[src/rtl/serial_adder_pkg.sv]
// Shared constants for the bit-serial adder datapath: state encoding and default width.
package serial_adder_pkg;

  localparam int SA_WIDTH = 4;

  localparam logic [1:0] ST_IDLE    = 2'd0;
  localparam logic [1:0] ST_COLLECT = 2'd1;
  localparam logic [1:0] ST_HOLD    = 2'd2;

  typedef enum logic [1:0] {
    S_IDLE    = ST_IDLE,
    S_COLLECT = ST_COLLECT,
    S_HOLD    = ST_HOLD
  } state_e;

endpackage

[src/rtl/serial_shift_capture.sv]
// LSB-first shift register plus bit-position counter for the serial sum collector.
// clr has priority over shift_en; the counter returns to zero after the last bit.
module serial_shift_capture #(
  parameter int WIDTH = 4,
  parameter int CW    = $clog2(WIDTH)
) (
  input  logic             clk,
  input  logic             rst,
  input  logic             clr,
  input  logic             shift_en,
  input  logic             sum_bit,
  output logic [WIDTH-1:0] shreg,
  output logic [CW-1:0]    count,
  output logic             last_bit
);

  logic [WIDTH-1:0] shreg_q, shreg_d;
  logic [CW-1:0]    count_q, count_d;

  assign shreg    = shreg_q;
  assign count    = count_q;
  assign last_bit = (count_q == CW'(WIDTH-1));

  // Next shift/count: clear on a new collection, shift one bit per qualified cycle.
  always_comb begin
    shreg_d = shreg_q;
    count_d = count_q;
    if (clr) begin
      shreg_d = '0;
      count_d = '0;
    end else if (shift_en) begin
      shreg_d = {sum_bit, shreg_q[WIDTH-1:1]};
      count_d = last_bit ? '0 : count_q + CW'(1);
    end
  end

  // Register the datapath; synchronous active-low reset.
  always_ff @(posedge clk) begin
    if (!rst) begin
      shreg_q <= '0;
      count_q <= '0;
    end else begin
      shreg_q <= shreg_d;
      count_q <= count_d;
    end
  end

endmodule

[src/rtl/serial_sum_collector.sv]
// Collects the LSB-first serial sum and final carry into a parallel result
// offered on a valid/ready handshake. Optional signed-overflow output is
// enabled by defining SERIAL_COLLECT_SIGNED_OVF_EN.
module serial_sum_collector
  import serial_adder_pkg::*;
#(
  parameter int WIDTH = SA_WIDTH
) (
  input  logic             clk,
  input  logic             rst,
  input  logic             start,
  input  logic             bit_valid,
  input  logic             sum_bit,
  input  logic             carry_bit,
  output logic             busy,
  output logic             result_valid,
  input  logic             result_ready,
`ifdef SERIAL_COLLECT_SIGNED_OVF_EN
  output logic             ovf,
`endif
  output logic [WIDTH-1:0] result,
  output logic             cout
);

  localparam int CW = $clog2(WIDTH);

  state_e           state_q, state_d;
  logic             busy_q, busy_d;
  logic             rv_q, rv_d;
  logic [WIDTH-1:0] result_q, result_d;
  logic             cout_q, cout_d;

  logic [WIDTH-1:0] shreg;
  logic [CW-1:0]    count;
  logic             last_bit;
  logic             shift_en;
  logic             unused_bits;

  // A bit is taken only while collecting, and never on a restart edge.
  assign shift_en    = (state_q == S_COLLECT) && bit_valid && !start;
  assign unused_bits = ^{shreg[0], count};

  serial_shift_capture #(.WIDTH(WIDTH), .CW(CW)) u_cap (
    .clk      (clk),
    .rst      (rst),
    .clr      (start),
    .shift_en (shift_en),
    .sum_bit  (sum_bit),
    .shreg    (shreg),
    .count    (count),
    .last_bit (last_bit)
  );

  // FSM and output next-state: start restarts from any state, dropping any held result.
  always_comb begin
    state_d  = state_q;
    busy_d   = busy_q;
    rv_d     = rv_q;
    result_d = result_q;
    cout_d   = cout_q;
    if (start) begin
      state_d = S_COLLECT;
      busy_d  = 1'b1;
      rv_d    = 1'b0;
    end else begin
      case (state_q)
        S_COLLECT: begin
          if (bit_valid && last_bit) begin
            result_d = {sum_bit, shreg[WIDTH-1:1]};
            cout_d   = carry_bit;
            state_d  = S_HOLD;
            busy_d   = 1'b0;
            rv_d     = 1'b1;
          end
        end
        S_HOLD: begin
          if (result_ready) begin
            state_d = S_IDLE;
            rv_d    = 1'b0;
          end
        end
        S_IDLE:  ;
        default: begin
          state_d = S_IDLE;
          busy_d  = 1'b0;
          rv_d    = 1'b0;
        end
      endcase
    end
  end

  // FSM state and registered outputs.
  always_ff @(posedge clk) begin
    if (!rst) begin
      state_q  <= S_IDLE;
      busy_q   <= 1'b0;
      rv_q     <= 1'b0;
      result_q <= '0;
      cout_q   <= 1'b0;
    end else begin
      state_q  <= state_d;
      busy_q   <= busy_d;
      rv_q     <= rv_d;
      result_q <= result_d;
      cout_q   <= cout_d;
    end
  end

  assign busy         = busy_q;
  assign result_valid = rv_q;
  assign result       = result_q;
  assign cout         = cout_q;

`ifdef SERIAL_COLLECT_SIGNED_OVF_EN
  logic cim_q, cim_d;
  logic ovf_q, ovf_d;

  // Carry into the MSB is the carry out of position WIDTH-2; overflow is its XOR with carry-out.
  always_comb begin
    cim_d = cim_q;
    ovf_d = ovf_q;
    if (shift_en && count == CW'(WIDTH-2)) cim_d = carry_bit;
    if (shift_en && last_bit)              ovf_d = cim_q ^ carry_bit;
  end

  // Overflow flops; held alongside result.
  always_ff @(posedge clk) begin
    if (!rst) begin
      cim_q <= 1'b0;
      ovf_q <= 1'b0;
    end else begin
      cim_q <= cim_d;
      ovf_q <= ovf_d;
    end
  end

  assign ovf = ovf_q;
`endif

endmodule
[config.mk]
export PLATFORM = sky130hd
export DESIGN_NAME = serial_sum_collector
export DESIGN_NICKNAME = d
export VERILOG_FILES = /design/src/rtl/serial_adder_pkg.sv /design/src/rtl/serial_shift_capture.sv /design/src/rtl/serial_sum_collector.sv
export SDC_FILE = /design/constraint.sdc
export NUM_CORES = 1
export LEC_CHECK = 0
export CAP_MARGIN = 20
export CORE_AREA = 3 3 40 42
export DETAILED_ROUTE_END_ITERATION = 10
export DIE_AREA = 0 0 43 45
export GPL_ROUTABILITY_DRIVEN = 1
export GPL_TIMING_DRIVEN = 0
export PLACE_DENSITY = 0.65
export SLEW_MARGIN = 5
export SYNTH_ARGS = -nofsm -noshare
export SYNTH_HDL_FRONTEND = slang
export SYNTH_SLANG_ARGS = --single-unit
[constraint.sdc]
create_clock -name clk -period 1.65 [get_ports clk]
set_clock_uncertainty 0.1 [all_clocks]
set_input_delay 0.33 -clock clk [delete_from_list [all_inputs] [get_ports clk]]
set_output_delay 0.33 -clock clk [all_outputs]
set_load 0.02 [all_outputs]
==> implementation parameters <==
Parameter                              Value

Pwr
  P per Cell Area ... between 700 and 800 nW/µm²
  Leakage component of the power ... 0.354 nW
  Overall power consumption ... between 0.5 and 0.6 mW
  Largest vdd supply drop ... ~530 µV

Setup path
  Critical path endpoint category ... primary output
  Critical path capture point ... result_valid
  Destination of the worst register-to-register timing path ... busy$_SDFFE_PN0P_
  Required arrival time at the worst endpoint ... 1220 ps
  Delay of the slowest cell on the worst path ... 380 ps
  Worst reg2reg setup slack ... roughly 360 ps
  CP startpoint ... result_valid$_SDFFE_PP0P_
  Bufs and invs on worst path ... 1
  Logic depth of the worst path, buffers included ... 1
  Crit path DAT ... 1000 ps
  CP Max Fanout ... 5
  Worst R2R Start ... u_cap.count[0]$_SDFFE_PP0P_
  Critical path's top delay family ... flip-flops
  Worst reg2reg path depth ... 5
  Launching element type of the critical path ... flip-flop
  Master of the slowest instance on the critical path ... dfxtp_1
  Path type of the worst setup path ... reg -> out
  Critical path, cell by cell ... dlygate4sd2_1

Global route
  Pin count of the biggest net entering global routing ... 11
  Total congestion overflow after global routing ... 0
  Number of antenna violations at the first check in global routing ... 0
  Vias in the first global route ... 415
  Global-route wire length before repair ... around 1.8 mm
  GRT Overall Usage ... 12.6%

Synthesis
  Post-synth top area cell ... dfxtp_1
  Cells taking the most area after synthesis ... dfxtp_1, mux2i_1, nand4_1
  Avg Synthesized Cell Area ... 9.41 µm²
  Number of instances in the synthesized netlist ... 56
  Warning count from the yosys run ... 0
  Post-Syn Area ... 527 µm²
  Top-area cell type share of the netlist area ... about half
  Syn_nets ... 64
  Number of distinct library cells after synthesis ... 20
  Seq cells post-synth ... 13
  Sequential element share of the synthesized area ... between 40% and 50%

Floorplanning
  Row cnt ... 13
  Width of the die ... around 43 µm
  Core area ... around 1300 µm²
  Total Die Area ... slightly below 2000 µm²
  Initial Util ... between 40% and 50%
  Boundary Pins ... 14
  Die Y ... 45 µm

STA
  Final number of max-transition violations ... 0
  Worst setup margin ... about 220 ps
  Number of hold violations in the final report ... 0
  Setup tns final ... 0 ps
  Worst Max-Slew Pin Slew ... roughly 420 ps
  Headroom to the max-slew limit ... roughly 70%
  Max Freq ... 699 MHz
  Setup repair after global routing missed its margin ... no
  Period utilisation layout ... 86.7%
  Final critical path time including I/O delays and setup ... 1430 ps
  Final setup violation count ... 0

Status
  Run status ... completed

Clock network
  Buffer type at the clock tree root ... clkbuf_4
  TritonCTS clock tree ... done
  Clock tree sinks ... 13
  Post-CTS setup-driven buffer insertion count ... 0
  Hold buffer count at CTS ... 0
  Clock buffers created by TritonCTS ... 3
  Maximum level of the CTS H-tree ... 1
  Latest clock arrival within the worst-skew pair ... roughly 270 ps
  Clk buf depth ... 2
  Register clock-pin slew on the reported worst setup and hold paths ... 80 ps

Hold path
  Classification of the worst-slack hold path ... reg -> reg
  Cells on Worst Hold Path ... 2

Layout
  Fraction of layout cells with a size suffix above 1 ... around 6.8%
  Relative area change from synthesis to final layout ... 35.2%
  Filler cells ... around 130
  Most common cell after layout, fill and taps aside ... dfxtp_1
  Design area ... slightly above 700 µm²
  Net count of the finished layout ... slightly above 80
  Most used cells in the layout excluding fill and tap cells ... dfxtp_1, nor2_1, nand2_1, clkdlybuf4s50_1
  Fin util ... 55.4%
  Antenna cell count ... 0

Detailed routing
  Length of the first detailed-routing pass in iterations ... 4
  Iter 0 DRT Violations ... 4
  Average wire per cell in the routed design ... between 10 and 15 µm
  Vias after detailed routing ... between 400 and 500
  DRC violation count after routing ... 0
  Remaining antenna violation count after routing ... 0
  WL final ... roughly 960 µm
  Routed via count divided by cell count ... 4.82

Placed design
  Pre-CTS WS ... -82.1 ps
  Total of buffers placed on input and output ports ... 13
  Sum of net half-perimeters after detailed placement ... 706 µm
  Total cell area at the placement stage ... ~680 µm²
  GP Congestion ... 0.714

Job
  Number of max-cap violations ... 0
-- kinds of logic after synthesis --
logic type / share of synthesized area, %
muxes: 9.50
adders and majority gates: 2.37
DFF: 49.4
buffers and inverters: 3.80
and+or+nand+nor: 23.8
AOI/OAI and AO/OA: 11.2
-- final cells by class --
class	instances	area (µm²)	share of cell area [%]
Timing Repair Buffer	13	140	19.7
Clock buffer	4	26.3	3.69
Buffer	3	20.0	2.81
Sequential cell	13	260	36.6
Tap cell	15	18.8	2.64
Multi-Input combinational cell	40	246	34.6
-- cell usage after synthesis, drive strengths merged --
cell    instances
nor2b           2
nor3b           1
and4bb          1
ha              1
a21o            1
and2            1
a21oi           1
nor2            7
a31oi           1
clkbuf          1
o21ai           5
nand2           6
nand4           5
buf             2
a21boi          1
o21a            1
dfxtp          13
nand2b          1
mux2i           5
-- metrics by stage --
stage | cells | hold slack (ps)
5_1_grt | 88 | 373
3_5_place_dp | 84 | 355
3_3_place_gp | 84 | 345
6_report | 88 | 355
4_1_cts | 88 | 364
2_1_floorplan | 56 | 352
-- registers in the layout (all words and copies together) (netlist names) --
signal,cells
result,4
busy,1
cout,1
result_valid,1
state_q,1
u_cap.count,2
u_cap.shreg,3
-- routing by layer --
layer | up-vias | global-route usage (%) | share of wire, %
li1 | 231 | - | -
met1 | 183 | 15.7 | 50
met2 | 8 | 19.2 | 43
met3 | 2 | 5.18 | 5.1
met4 | 0 | 5.42 | 1.8
met5 | - | 0 | 0
-- how the worst min path moves through the flow --
| stage | end | from | slack (ps) |
|---|---|---|---|
| finish | result[1]$_SDFFE_PN0P_ | result[1]$_SDFFE_PN0P_ | 350 |
| floorplan | result[0]$_SDFFE_PN0P_ | u_cap.shreg[1]$_SDFFE_PP0P_ | 350 |
| detailed placement | result[1]$_SDFFE_PN0P_ | result[1]$_SDFFE_PN0P_ | 350 |
| CTS | result[1]$_SDFFE_PN0P_ | result[1]$_SDFFE_PN0P_ | 360 |
| global placement | cout$_SDFFE_PN0P_ | cout$_SDFFE_PN0P_ | 340 |
| global route | result[2]$_SDFFE_PN0P_ | result[2]$_SDFFE_PN0P_ | 370 |
-- timing repair --
item / in CTS / in global routing
gates resized for setup: 2 / 5
endpoints found under the setup margin: 2 / 5
hold endpoints to repair: 0 / 0
gates cloned: 0 / 0
-- power by group --
part,switching [mW],internal [mW],leakage [nW]
Clock,0.102,0.0935,0.0150
Sequential,0.00255,0.318,0.105
Combinational,0.0197,0.0248,0.233
Power figures use the tool's default switching activity.
